### config.mk
export PLATFORM = sky130hd
export DESIGN_NAME = vram_arb_flat
export DESIGN_NICKNAME = d
export VERILOG_FILES = /design/src/rtl/vram_arb_if.sv /design/src/rtl/vram_arb.sv /design/src/flat_wrapper.sv
export SDC_FILE = /design/constraint.sdc
export NUM_CORES = 1
export LEC_CHECK = 0
export BUFFER_PORTS_ARGS = -buffer_cell sky130_fd_sc_hd__buf_4
export CORE_MARGIN = 10
export CORE_UTILIZATION = 47
export CTS_CLUSTER_SIZE = 8
export DETAILED_ROUTE_END_ITERATION = 10
export PLACE_DENSITY = 0.85
export SETUP_SLACK_MARGIN = 0.2
export SLEW_MARGIN = 30
export SYNTH_ARGS = -nofsm -noshare
export SYNTH_HDL_FRONTEND = slang
export SYNTH_SLANG_ARGS = --single-unit
### constraint.sdc
create_clock -name pclk -period 2.9 [get_ports pclk]
set_input_delay 0.58 -clock pclk [delete_from_list [all_inputs] [get_ports pclk]]
set_output_delay 0.58 -clock pclk [all_outputs]
set_load 0.05 [all_outputs]
### src/rtl/vram_arb_if.sv
// vram_arb_if: display, write-requester, clear-engine and VRAM port A signals of the arbiter.
interface vram_arb_if #(parameter int AW = 15, parameter int DW = 12);
  logic          hen;
  logic          ven;
  logic [AW-1:0] disp_raddr;
  logic          wreq0;
  logic          wreq1;
  logic [AW-1:0] waddr0;
  logic [AW-1:0] waddr1;
  logic [DW-1:0] wdata0;
  logic [DW-1:0] wdata1;
  logic          wack0;
  logic          wack1;
  logic          clr_start;
  logic [DW-1:0] clr_color;
  logic          clr_busy;
  logic          clr_done;
  logic          wr_err;
  logic [AW-1:0] vram_addr;
  logic          vram_we;
  logic [DW-1:0] vram_din;
  modport slave (
    input  hen, ven, disp_raddr, wreq0, wreq1, waddr0, waddr1, wdata0, wdata1, clr_start, clr_color,
    output wack0, wack1, clr_busy, clr_done, wr_err, vram_addr, vram_we, vram_din
  );
  modport master (
    output hen, ven, disp_raddr, wreq0, wreq1, waddr0, waddr1, wdata0, wdata1, clr_start, clr_color,
    input  wack0, wack1, clr_busy, clr_done, wr_err, vram_addr, vram_we, vram_din
  );
endinterface

### src/rtl/vram_arb.sv
// vram_arb: VRAM port A arbiter; display reads own active video, blanking is shared
// between the screen-clear engine and two round-robin write requesters.
module vram_arb #(
  parameter int AW    = 15,
  parameter int DW    = 12,
  parameter int DEPTH = 30000
) (
  input logic       pclk,
  input logic       rstn,
  vram_arb_if.slave bus
);
  typedef enum logic {IDLE, CLEAR} state_t;
  state_t        r_state, w_state;
  logic [AW-1:0] r_cnt, w_cnt, r_addr, w_addr;
  logic [DW-1:0] r_color, w_color, r_din, w_din;
  logic          r_ptr, w_ptr, r_we, w_we, r_ack0, r_ack1, r_done, r_err, w_err;
  logic          w_active, w_cw, w_last, w_start, w_free, w_e0, w_e1, w_g0, w_g1, w_v0, w_v1;

  always_comb begin
    w_active = bus.hen & bus.ven;
    w_start  = (r_state == IDLE) & bus.clr_start;
    w_cw     = ~w_active & (r_state == CLEAR);
    w_last   = w_cw & (r_cnt == AW'(DEPTH - 1));
    // a requester acked last cycle still shows wreq high, so it must sit this one out
    w_e0     = bus.wreq0 & ~r_ack0;
    w_e1     = bus.wreq1 & ~r_ack1;
    w_free   = ~w_active & (r_state == IDLE) & ~bus.clr_start;
    w_g0     = w_free & w_e0 & (~w_e1 | ~r_ptr);
    w_g1     = w_free & w_e1 & (~w_e0 | r_ptr);
    w_v0     = bus.waddr0 < AW'(DEPTH);
    w_v1     = bus.waddr1 < AW'(DEPTH);
    w_addr   = w_cw ? r_cnt : w_g0 ? bus.waddr0 : w_g1 ? bus.waddr1 : bus.disp_raddr;
    w_din    = w_cw ? r_color : w_g0 ? bus.wdata0 : w_g1 ? bus.wdata1 : r_din;
    w_we     = w_cw | (w_g0 & w_v0) | (w_g1 & w_v1);
    w_err    = r_err | (w_g0 & ~w_v0) | (w_g1 & ~w_v1);
    w_ptr    = (w_g0 | w_g1) ? w_g0 : r_ptr;
    w_state  = w_start ? CLEAR : w_last ? IDLE : r_state;
    w_cnt    = w_start ? '0 : (w_cw & ~w_last) ? r_cnt + 1'b1 : r_cnt;
    w_color  = w_start ? bus.clr_color : r_color;
  end

  always_ff @(posedge pclk or negedge rstn) begin
    if (!rstn) begin
      r_state <= IDLE;
      r_cnt   <= '0;
      r_color <= '0;
      r_ptr   <= 1'b0;
      r_addr  <= '0;
      r_din   <= '0;
      r_we    <= 1'b0;
      r_ack0  <= 1'b0;
      r_ack1  <= 1'b0;
      r_done  <= 1'b0;
      r_err   <= 1'b0;
    end else begin
      r_state <= w_state;
      r_cnt   <= w_cnt;
      r_color <= w_color;
      r_ptr   <= w_ptr;
      r_addr  <= w_addr;
      r_din   <= w_din;
      r_we    <= w_we;
      r_ack0  <= w_g0;
      r_ack1  <= w_g1;
      r_done  <= w_last;
      r_err   <= w_err;
    end
  end

  assign bus.vram_addr = r_addr;
  assign bus.vram_we   = r_we;
  assign bus.vram_din  = r_din;
  assign bus.wack0     = r_ack0;
  assign bus.wack1     = r_ack1;
  assign bus.clr_busy  = (r_state == CLEAR);
  assign bus.clr_done  = r_done;
  assign bus.wr_err    = r_err;
endmodule

### src/flat_wrapper.sv
// flat-port wrapper written by rule: the top's interface ports become plain ports
module vram_arb_flat 
#(
  parameter int AW    = 15,
  parameter int DW    = 12,
  parameter int DEPTH = 30000
)
  (pclk, rstn, bus_hen, bus_ven, bus_disp_raddr, bus_wreq0, bus_wreq1, bus_waddr0, bus_waddr1, bus_wdata0, bus_wdata1, bus_clr_start, bus_clr_color, bus_wack0, bus_wack1, bus_clr_busy, bus_clr_done, bus_wr_err, bus_vram_addr, bus_vram_we, bus_vram_din);
  vram_arb_if #(.AW(AW), .DW(DW)) bus_i ();
  input logic pclk;
  input logic rstn;
  input wire logic [$bits(bus_i.hen)-1:0] bus_hen;
  input wire logic [$bits(bus_i.ven)-1:0] bus_ven;
  input wire logic [$bits(bus_i.disp_raddr)-1:0] bus_disp_raddr;
  input wire logic [$bits(bus_i.wreq0)-1:0] bus_wreq0;
  input wire logic [$bits(bus_i.wreq1)-1:0] bus_wreq1;
  input wire logic [$bits(bus_i.waddr0)-1:0] bus_waddr0;
  input wire logic [$bits(bus_i.waddr1)-1:0] bus_waddr1;
  input wire logic [$bits(bus_i.wdata0)-1:0] bus_wdata0;
  input wire logic [$bits(bus_i.wdata1)-1:0] bus_wdata1;
  input wire logic [$bits(bus_i.clr_start)-1:0] bus_clr_start;
  input wire logic [$bits(bus_i.clr_color)-1:0] bus_clr_color;
  output wire logic [$bits(bus_i.wack0)-1:0] bus_wack0;
  output wire logic [$bits(bus_i.wack1)-1:0] bus_wack1;
  output wire logic [$bits(bus_i.clr_busy)-1:0] bus_clr_busy;
  output wire logic [$bits(bus_i.clr_done)-1:0] bus_clr_done;
  output wire logic [$bits(bus_i.wr_err)-1:0] bus_wr_err;
  output wire logic [$bits(bus_i.vram_addr)-1:0] bus_vram_addr;
  output wire logic [$bits(bus_i.vram_we)-1:0] bus_vram_we;
  output wire logic [$bits(bus_i.vram_din)-1:0] bus_vram_din;
  assign bus_i.hen = bus_hen;
  assign bus_i.ven = bus_ven;
  assign bus_i.disp_raddr = bus_disp_raddr;
  assign bus_i.wreq0 = bus_wreq0;
  assign bus_i.wreq1 = bus_wreq1;
  assign bus_i.waddr0 = bus_waddr0;
  assign bus_i.waddr1 = bus_waddr1;
  assign bus_i.wdata0 = bus_wdata0;
  assign bus_i.wdata1 = bus_wdata1;
  assign bus_i.clr_start = bus_clr_start;
  assign bus_i.clr_color = bus_clr_color;
  assign bus_wack0 = bus_i.wack0;
  assign bus_wack1 = bus_i.wack1;
  assign bus_clr_busy = bus_i.clr_busy;
  assign bus_clr_done = bus_i.clr_done;
  assign bus_wr_err = bus_i.wr_err;
  assign bus_vram_addr = bus_i.vram_addr;
  assign bus_vram_we = bus_i.vram_we;
  assign bus_vram_din = bus_i.vram_din;
  vram_arb #(.AW(AW), .DW(DW), .DEPTH(DEPTH)) u_core (.pclk(pclk), .rstn(rstn), .bus(bus_i));
endmodule
; After elaboration in Yosys (flattened, before gate mapping)
; Index checks and enable logic that the tools add are counted.
[totals]
regBits = 61
inputBits = 88
output_inout_bits = 33
wordCells = 63
[classes]
n_addsub = 1
magnitude_cmp = 2
eq_ne = 1
muxes = 10
n_bitwise = 35
n_reduce_logical = 3
[op_table]
columns = op, count
row1 = two-way mux 15 bit, 5
row2 = two-way mux 12 bit, 3
row3 = "< comparator 15 bit, second input constant", 2
row4 = AND 1 bit, 17
row5 = "adder 15 x 1 -> 15 bit, second input constant", 1
row6 = "== test 15 bit, second input constant", 1
row7 = inverter 1 bit, 11
row8 = bitwise OR 1 bit, 7
row9 = nonzero test 2 bit, 2
row10 = nonzero test 3 bit, 1
row11 = two-way mux 1 bit, 2

; Logic depth before layout (Yosys ltp)
; Gate-level depths: netlist of run 1.
[depth]
depth_word = 9
ltp_mapped = 6
depth_no_buf = 5

; Least setup slack after synthesis of run 1
; Ideal clock, no wire load.
[synth_timing]
path_kind = reg-to-reg
startpoint = register u_core.r_state (netlist: u_core.bus.clr_busy)
endpoint = register u_core.r_addr[10] (netlist: u_core.bus.vram_addr[10])
arrival_time_ns = 1.668
required_time_ns = 2.757
path_slack_ns = 1.089
path_stages_with_launch = 6
cell_sequence = dfrtp_1 > a211oi_4 > nand3_2 > clkbuf_1 > o22ai_1 > a21oi_2
[synth_between]
elab_chain_len = 8
[synth_lines]
columns = element, line_no
row1 = from (decl), vram_arb.sv:13  ; state_t r_state, w_state;
row2 = from (signal assigned), vram_arb.sv:56  ; r_state <= w_state;
row3 = inverter 1 bit, vram_arb.sv:27  ; w_free = ~w_active & (r_state == IDLE) & ~bus.clr_start;
row4 = AND 1 bit (2 in series), vram_arb.sv:27
row5 = AND 1 bit (2 in series), vram_arb.sv:29  ; w_g1 = w_free & w_e1 & (~w_e0 | r_ptr);
row6 = two-way mux 15 bit (2 in series), vram_arb.sv:32  ; w_addr = w_cw ? r_cnt : w_g0 ? bus.waddr0 : w_g1 ? bus.waddr1 : bus.disp_raddr;
row7 = two-way mux 15 bit (*), vram_arb.sv:32
row8 = net u_core.w_addr[10], vram_arb.sv:14  ; logic [AW-1:0] r_cnt, w_cnt, r_addr, w_addr;
row9 = to (signal assigned), vram_arb.sv:60  ; r_addr <= w_addr;
row10 = to (decl), vram_arb.sv:14
; The timed path passes the listed nets; every way through them passes the cells marked *.
; A chain may end at the register's enable or synchronous reset.

; Worst setup path after layout of run 1
[layout_timing]
startpoint = register u_core.r_state (netlist: u_core.bus.clr_busy)
endpoint = register u_core.r_din[9] (netlist: u_core.bus.vram_din[9])
[layout_between]
elab_chain_len = 7
[layout_lines]
columns = element, line_no
row1 = inverter 1 bit, vram_arb.sv:27
row2 = AND 1 bit (2 in series), vram_arb.sv:27
row3 = AND 1 bit (2 in series), vram_arb.sv:28  ; w_g0 = w_free & w_e0 & (~w_e1 | ~r_ptr);
row4 = two-way mux 12 bit (2 in series), vram_arb.sv:33  ; w_din = w_cw ? r_color : w_g0 ? bus.wdata0 : w_g1 ? bus.wdata1 : r_din;
row5 = to (signal assigned), vram_arb.sv:61  ; r_din <= w_din;
row6 = to (decl), vram_arb.sv:15  ; logic [DW-1:0] r_color, w_color, r_din, w_din;
; Parallel ways exist; a longest one is shown, timed or not.

==> results.rst, run 1 <==
.. list-table::
   :header-rows: 1

   * - Metric
     - Value
   * - Run status
     - completed
   * - Ranking of synthesized cells by area
     - sky130_fd_sc_hd__dfrtp_1 49%, sky130_fd_sc_hd__nand2_1 8.9%, sky130_fd_sc_hd__nand3_1 4.4%, sky130_fd_sc_hd__o22ai_1 4.3%, sky130_fd_sc_hd__nand4_1 4.1%
   * - Final clock period utilization by the worst path
     - 0.722
   * - Crit path cell chain
     - a211oi_4 -> a21boi_4 -> buf_4 -> nand3_1 -> nand4_1
   * - Number of placement rows
     - 29
   * - Total CTS buffers
     - 9
   * - Critical Path End Type
     - flip-flop
   * - F_max
     - 478 MHz
   * - Layout-stage area growth over the synthesis result
     - 36.3%
   * - Total count of hold-check failures in the final report
     - 0
   * - CTS clk-pin slew, worst paths
     - 0.07 ns
   * - Fraction of final layout cells sized beyond drive strength 1
     - 0.372
   * - Area of the core region
     - 6350 sq um
   * - Cell area reported after detailed placement
     - 4030 sq um
   * - Initial standard-cell utilization of the core
     - 0.486
   * - Seq/Total Area, Yosys
     - 0.495
   * - Largest net degree at the start of global routing
     - 62
   * - Setup Fix Bufs, Post-CTS
     - 0
   * - Max capacitance violation total
     - 0
   * - Headroom to the max-slew limit
     - 0.368
   * - Area share of fa/ha/maj cells after synthesis
     - 0.00406
   * - Accumulated negative setup slack
     - 0 ns
   * - Setup skew after layout
     - 0.00705 ns
   * - Hold_buf cts
     - 0
   * - FFs w/ async S/R, synth
     - 1.00
   * - Path category of the worst min-delay check
     - input pin to async pin
   * - Synthesized area per cell
     - 9.55 sq um
   * - CP arrival
     - 2.36 ns
   * - Final instance area
     - 4200 sq um
   * - Dpl hpwl
     - 7.62 mm
   * - Startpoint type of the worst setup path
     - flip-flop
   * - Clock tree buffer depth
     - 2
   * - Number of synthesized flops with an enable pin
     - 0
   * - Number of top-level pins
     - 121
   * - Largest fanout of any net on the critical path
     - 17
   * - Dominant combinational cell family by area after synthesis
     - simple AND/OR/NAND/NOR gates
   * - Complex-gate fraction of the synthesized area
     - 0.193
   * - Antenna violations before repair
     - 0
   * - Start-to-end type of the worst setup path
     - flip-flop to flip-flop
   * - Critical Path RT
     - 3.16 ns
   * - Leak Pwr
     - 2.04 nW
   * - Clock tree from TritonCTS
     - done
   * - Slowest-stage cell, CP
     - sky130_fd_sc_hd__a21boi_4
   * - Main synth FF type
     - sky130_fd_sc_hd__dfrtp_1
   * - Number of remaining DRC errors
     - 0
   * - CTS-repair resized insts
     - 0
   * - Simple logic cell fraction of the synthesized area
     - 0.243
   * - Slew of the pin with the lowest slew margin
     - 0.946 ns
   * - Power density over cell area
     - 599 nW/um^2
   * - Synthesized netlist net count
     - 412
   * - Xor and xnor area share after synthesis
     - 0.0170
   * - Setup violators final
     - 0
   * - Post-Route Utilization
     - 0.662
   * - Gate count of the mapped netlist
     - 323
   * - Synth top area share
     - 0.495
   * - Peak per-stage delay on the critical path
     - 0.59 ns
   * - Post-detailed-route wirelength per cell
     - 19.4 um
   * - Count of final max-slew check failures
     - 0
   * - Overflow after GRT
     - 0
   * - Vias in the first global route
     - 3162
   * - Per-cell via count in the routed design
     - 5.83
   * - Die Span X
     - 101 um
   * - Port bufs
     - 120
   * - Later-pin clock latency in the skew report
     - 0.33 ns
   * - Clock sink total
     - 61
   * - Multiplexer share of the synthesized area
     - 0.00973
   * - Die Height
     - 101 um
   * - Initial DRC Count
     - 199
   * - Routability-driven placement congestion ratio
     - 0.911
   * - CTS root buffer
     - sky130_fd_sc_hd__clkbuf_8
   * - Wire length of the first global-routing pass
     - 16.0 mm
   * - Area of the die
     - 10200 sq um
   * - Number of diodes
     - 0
   * - Global routing usage summed across all routing layers
     - 0.193
   * - Count of different cell masters after synthesis
     - 49
   * - Unrepaired setup endpoints after global routing
     - false
   * - Crit path buf inv count
     - 1
   * - Number of iterations in the first detailed-routing pass
     - 5
   * - Count of vias placed by the detailed router
     - 3050
   * - IR Drop Worst-Case VDD
     - 0.000366 V
   * - Area of the mapped netlist
     - 3090 sq um
   * - Count of state elements after synthesis
     - 61
   * - Synthesis warning total
     - 0
   * - CP top delay family
     - compound AO/OA/AOI/OAI gates
   * - Min cycle time layout
     - 2.09 ns
   * - Post-Route WL
     - 10.1 mm
   * - Cell accounting for the most synthesized area
     - sky130_fd_sc_hd__dfrtp_1
   * - Count of nets left with antenna violations after detail routing
     - 0
   * - Max H-tree Level
     - 3
   * - Layout Nets
     - 530
[cell usage after synthesis (all sizes together) (2+ instances only)]
master  count
nor2       11
xnor2       2
and4        2
xor2        4
dfrtp      61
nand2b      3
o21ai       7
nor4        2
nand4      20
a211oi      3
clkbuf     12
nand2      73
nor2b       3
a31o        2
a21oi      22
buf         8
nand3      28
and3        4
o22ai      30
a21boi      2
mux2i       3
inv         3
[cell type report]
type | instances | area, sq um
clock inverter | 1 | 5.00
timing repair buffer | 127 | 953
inverter | 3 | 11.3
fill | 493 | 2150
tap | 77 | 96.3
sequential | 61 | 1530
clock buffer | 15 | 166
multi-input combinational | 239 | 1450
[stage by stage]
stage | worst slack [ns] | power [mW] | hold WS [ns] | std cells
CTS | 0.811 | 2.53 | 0.346 | 523
global route | 0.672 | 2.63 | 0.374 | 523
global placement | 0.700 | 1.84 | 0.458 | 507
finish | 0.807 | 2.52 | 0.314 | 523
detailed placement | 0.605 | 1.86 | 0.462 | 507
floorplan | 1.09 | 1.55 | 0.284 | 323
[routing by layer]
layer | vias to the layer above | track usage | wire length [um]
li1 | 1415 | - | -
met1 | 1474 | 0.225 | 3890
met2 | 139 | 0.329 | 5180
met3 | 22 | 0.0425 | 773
met4 | 0 | 0.0900 | 287
met5 | - | 0 | 0
[cell families after synthesis]
logic type,count (synthesis)
AND/OR/NAND/NOR,153
AO/OA/AOI/OAI,76
adder cells (fa/ha/maj),1
XOR/XNOR,6
multiplexers,3
buffers and inverters,23
flip-flops,61
[worst reg2reg max path: stages (launching register included)]
cell and delay, ns:
sky130_fd_sc_hd__dfrtp_1 0.46, sky130_fd_sc_hd__a211oi_4 0.44, sky130_fd_sc_hd__a21boi_4 0.60, sky130_fd_sc_hd__buf_4 0.29, sky130_fd_sc_hd__nand3_1 0.12, sky130_fd_sc_hd__nand4_1 0.11
[path summary, 6_finish.rpt]
check / startpoint / slack [ns] / cells after the start / to
min reg2reg: u_core.r_color[3]$_DFFE_PN0P_ / 0.48 / 2 / u_core.r_color[3]$_DFFE_PN0P_
max: u_core.bus.clr_busy$_DFFE_PN0P_ / 0.81 / 5 / u_core.bus.vram_din[9]$_DFFE_PN0P_
max in group asynchronous: rstn / 2.08 / 1 / u_core.r_color[9]$_DFFE_PN0P_
min in group pclk: bus_clr_color[2] / 0.43 / 3 / u_core.r_color[2]$_DFFE_PN0P_
min: rstn / 0.31 / 1 / u_core.bus.vram_addr[5]$_DFF_PN0_
max reg2reg: u_core.bus.clr_busy$_DFFE_PN0P_ / 0.81 / 5 / u_core.bus.vram_din[9]$_DFFE_PN0P_
[flip-flops by register name, indices dropped and copies added (netlist names)]
register	flops
u_core.bus.vram_din	12
u_core.bus.clr_done	1
u_core.r_ptr	1
u_core.bus.clr_busy	1
u_core.r_color	12
u_core.bus.wr_err	1
u_core.bus.wack1	1
u_core.bus.vram_we	1
u_core.bus.wack0	1
u_core.bus.vram_addr	15
u_core.r_cnt	15
[power breakdown]
| group | switching, mW | total, mW | internal (mW) |
|---|---|---|---|
| Clock | 0.308 | 0.665 | 0.357 |
| Combinational | 0.463 | 0.740 | 0.276 |
| Sequential | 0.131 | 1.12 | 0.985 |
| Total | 0.902 | 2.52 | 1.62 |
[cell usage in the layout (no fill, tap or decap), types with 2 or more instances in the layout]
master and n:
sky130_fd_sc_hd__nor2_1 11, sky130_fd_sc_hd__xnor2_1 2, sky130_fd_sc_hd__o22ai_1 21, sky130_fd_sc_hd__inv_1 3, sky130_fd_sc_hd__nand2b_1 3, sky130_fd_sc_hd__a31o_2 2, sky130_fd_sc_hd__and4_1 2, sky130_fd_sc_hd__nor2b_1 3
sky130_fd_sc_hd__nand2_1 73, sky130_fd_sc_hd__clkbuf_8 11, sky130_fd_sc_hd__o21ai_0 7, sky130_fd_sc_hd__a211oi_1 2, sky130_fd_sc_hd__clkbuf_1 4, sky130_fd_sc_hd__o22ai_2 9, sky130_fd_sc_hd__nand4_1 20, sky130_fd_sc_hd__nand3_1 27
sky130_fd_sc_hd__mux2i_1 3, sky130_fd_sc_hd__buf_4 127, sky130_fd_sc_hd__dfrtp_1 61, sky130_fd_sc_hd__a21oi_2 9, sky130_fd_sc_hd__xor2_1 4, sky130_fd_sc_hd__and3_1 4, sky130_fd_sc_hd__a21oi_1 13
Note: power is estimated with default switching activity, not from simulation.
==> run 2: changes to the inputs <==
==> constraint.sdc (replaced) <==
create_clock -name pclk -period 2.2 [get_ports pclk]
set_input_delay 0.44 -clock pclk [delete_from_list [all_inputs] [get_ports pclk]]
set_output_delay 0.44 -clock pclk [all_outputs]
set_load 0.05 [all_outputs]
==> run 2 against run 1 <==
Effect of this change:
- total power is 38% higher
- clock power increased by 58%
- register-to-register slack worse by 0.52 ns
- routed wire length decreased by 0.21%
- global-route usage rose by 0.074 points
- die area is the same
- largest cell class unchanged
- sequential power up 30%
- critical endpoint is now u_core.bus.vram_addr[14]$_DFF_PN0_
- worst hold slack worse by 0.14 ns
- highest routed layer unchanged
- first-iteration DRC count rose by 13%
- via count decreased by 1.0%
- non-clock buffer count up 4
==> results.rst, run 2 (synthesis results as in run 1) <==
.. list-table::
   :header-rows: 1

   * - Metric
     - Value
   * - Initial DRC Count
     - 225 (+13%)
   * - Port bufs
     - 120 (unchanged)
   * - Initial standard-cell utilization of the core
     - 0.486 (unchanged)
   * - Min cycle time layout
     - 1.91 ns (-0.182 ns)
   * - Largest fanout of any net on the critical path
     - 15 (-2)
   * - Leak Pwr
     - 2.06 nW (+1.1%)
   * - F_max
     - 523 MHz (+9.5%)
   * - Unrepaired setup endpoints after global routing
     - false
   * - Area of the core region
     - 6350 sq um (unchanged)
   * - Later-pin clock latency in the skew report
     - 0.34 ns (about the same)
   * - Global routing usage summed across all routing layers
     - 0.194 (+0.000739)
   * - Critical Path End Type
     - flip-flop
   * - Overflow after GRT
     - 0 (unchanged)
   * - Number of top-level pins
     - 121 (unchanged)
   * - Layout-stage area growth over the synthesis result
     - 38.6%
   * - Clock tree from TritonCTS
     - done
   * - Number of placement rows
     - 29 (unchanged)
   * - Critical Path RT
     - 2.45 ns (-0.71 ns)
   * - Startpoint type of the worst setup path
     - flip-flop
   * - Layout Nets
     - 534 (+0.75%)
   * - CP top delay family
     - compound AO/OA/AOI/OAI gates
   * - Peak per-stage delay on the critical path
     - 0.46 ns (-0.13 ns)
   * - Number of remaining DRC errors
     - 0 (unchanged)
   * - Antenna violations before repair
     - 0 (unchanged)
   * - Total CTS buffers
     - 9 (unchanged)
   * - Setup skew after layout
     - 0.00874 ns (+0.00169 ns)
   * - Max capacitance violation total
     - 0 (unchanged)
   * - Count of vias placed by the detailed router
     - 3018 (-1.0%)
   * - Die Span X
     - 101 um (unchanged)
   * - CTS clk-pin slew, worst paths
     - 0.07 ns (about the same)
   * - Leading cell type in the layout, fill and taps excluded
     - sky130_fd_sc_hd__buf_4
   * - IR Drop Worst-Case VDD
     - 0.000809 V (+120%)
   * - Per-cell via count in the routed design
     - 5.73 (-1.8%)
   * - Slew of the pin with the lowest slew margin
     - 0.774 ns (-0.172 ns)
   * - Path category of the worst min-delay check
     - input pin to async pin
   * - Final worst-path setup slack
     - 0.289 ns (-0.518 ns)
   * - Post-Route WL
     - 10.1 mm (-0.21%)
   * - Final clock period utilization by the worst path
     - 0.869 (+0.147)
   * - Accumulated negative setup slack
     - 0 ns (unchanged)
   * - Slowest-stage cell, CP
     - sky130_fd_sc_hd__dfrtp_1
   * - Post-detailed-route wirelength per cell
     - 19.2 um (-0.96%)
   * - Count of final max-slew check failures
     - 0 (unchanged)
   * - Start-to-end type of the worst setup path
     - flip-flop to flip-flop
   * - CP arrival
     - 2.16 ns (-0.20 ns)
   * - Run status
     - completed
   * - Max H-tree Level
     - 3 (unchanged)
   * - Number of diodes
     - 0 (unchanged)
   * - Power density over cell area
     - 814 nW/um^2 (+36%)
   * - Total Power Consumption
     - 3.48 mW (+38%)
   * - CTS root buffer
     - sky130_fd_sc_hd__clkbuf_8
   * - Die Height
     - 101 um (unchanged)
   * - Clock tree buffer depth
     - 2 (unchanged)
   * - Total count of hold-check failures in the final report
     - 0 (unchanged)
   * - Worst Setup Slack post-DPL
     - 0.249 ns (-0.357 ns)
   * - Routability-driven placement congestion ratio
     - 0.915 (+0.51%)
   * - Headroom to the max-slew limit
     - 0.484 (+0.117)
   * - Crit path cell chain
     - a211oi_4 -> a21boi_4 -> buf_4 -> o22ai_1 -> a21oi_1
   * - Largest net degree at the start of global routing
     - 62 (unchanged)
   * - Commonest non-fill, non-tap cells in the layout
     - 131 x sky130_fd_sc_hd__buf_4, 73 x sky130_fd_sc_hd__nand2_1, 61 x sky130_fd_sc_hd__dfrtp_1, 27 x sky130_fd_sc_hd__nand3_1, 21 x sky130_fd_sc_hd__o22ai_1
   * - Vias in the first global route
     - 3102 (-1.9%)
   * - Area of the die
     - 10200 sq um (unchanged)
   * - Wire length of the first global-routing pass
     - 15.7 mm (-1.4%)
   * - Count of nets left with antenna violations after detail routing
     - 0 (unchanged)
   * - Crit path buf inv count
     - 1 (unchanged)
   * - Clock sink total
     - 61 (unchanged)
   * - Number of iterations in the first detailed-routing pass
     - 4 (-1)
   * - Setup Fix Bufs, Post-CTS
     - 0 (unchanged)
   * - Dpl hpwl
     - 7.59 mm (-0.36%)
   * - Fraction of final layout cells sized beyond drive strength 1
     - 0.389 (+0.0167)
   * - Setup violators final
     - 0 (unchanged)
[run 2: cell count changes in the layout (fill, tap and decap cells not counted), sizes merged]
cell,delta
clkinvlp,+3
buf,+4
clkbuf,-4
inv,-1
clkinv,+1
bufinv,+1
[run 2: routing by layer]
metal  track usage  share of wire  wire length, um
met5             0              0                0
met4         0.121          0.042              420
met2         0.315           0.50             5070
met1         0.228           0.39             3960
met3        0.0418          0.066              668
[run 2: layout make-up]
cell class | count | area [sq um]
tap | 77 | 96.3
timing repair buffer | 131 | 983
inverter | 3 | 15.0
sequential | 61 | 1530
multi-input combinational | 239 | 1450
fill | 489 | 2070
clock buffer | 11 | 151
clock inverter | 5 | 58.8
[run 2: timing repair]
| item | in CTS | in global routing |
|---|---|---|
| gates resized for setup | 0 | 1 |
| endpoints found under the setup margin | 0 | 1 |
| hold buffers | 0 | 0 |
[run 2: final timing paths]
kind                                            startpoint                            endpoint  slack, ns  cells after the start
min in group pclk                         bus_clr_color[6]       u_core.r_color[6]$_DFFE_PN0P_       0.29                      3
min reg2reg                  u_core.r_color[7]$_DFFE_PN0P_       u_core.r_color[7]$_DFFE_PN0P_       0.48                      2
max reg2reg                u_core.bus.clr_busy$_DFFE_PN0P_  u_core.bus.vram_addr[14]$_DFF_PN0_       0.29                      5
max                        u_core.bus.clr_busy$_DFFE_PN0P_  u_core.bus.vram_addr[14]$_DFF_PN0_       0.29                      5
min                                                   rstn     u_core.bus.clr_busy$_DFFE_PN0P_       0.18                      1
max in group asynchronous                             rstn       u_core.r_color[4]$_DFFE_PN0P_       1.52                      1
[run 2: through the flow]
stage	util	instances	hold WS [ns]	area (sq um)
3_3_place_gp	0.640	511	0.458	4060
4_1_cts	0.673	527	0.193	4270
5_1_grt	0.673	527	0.231	4280
6_report	0.673	527	0.175	4280
2_1_floorplan	-	323	0.144	3090
3_5_place_dp	0.640	511	0.462	4060
[run 2: where the power goes]
group | leakage [nW] | internal [mW] | total [mW] | switching, mW
registers | 0.773 | 1.30 | 1.46 | 0.162
clock network | 0.102 | 0.584 | 1.05 | 0.463
logic | 1.18 | 0.366 | 0.975 | 0.609
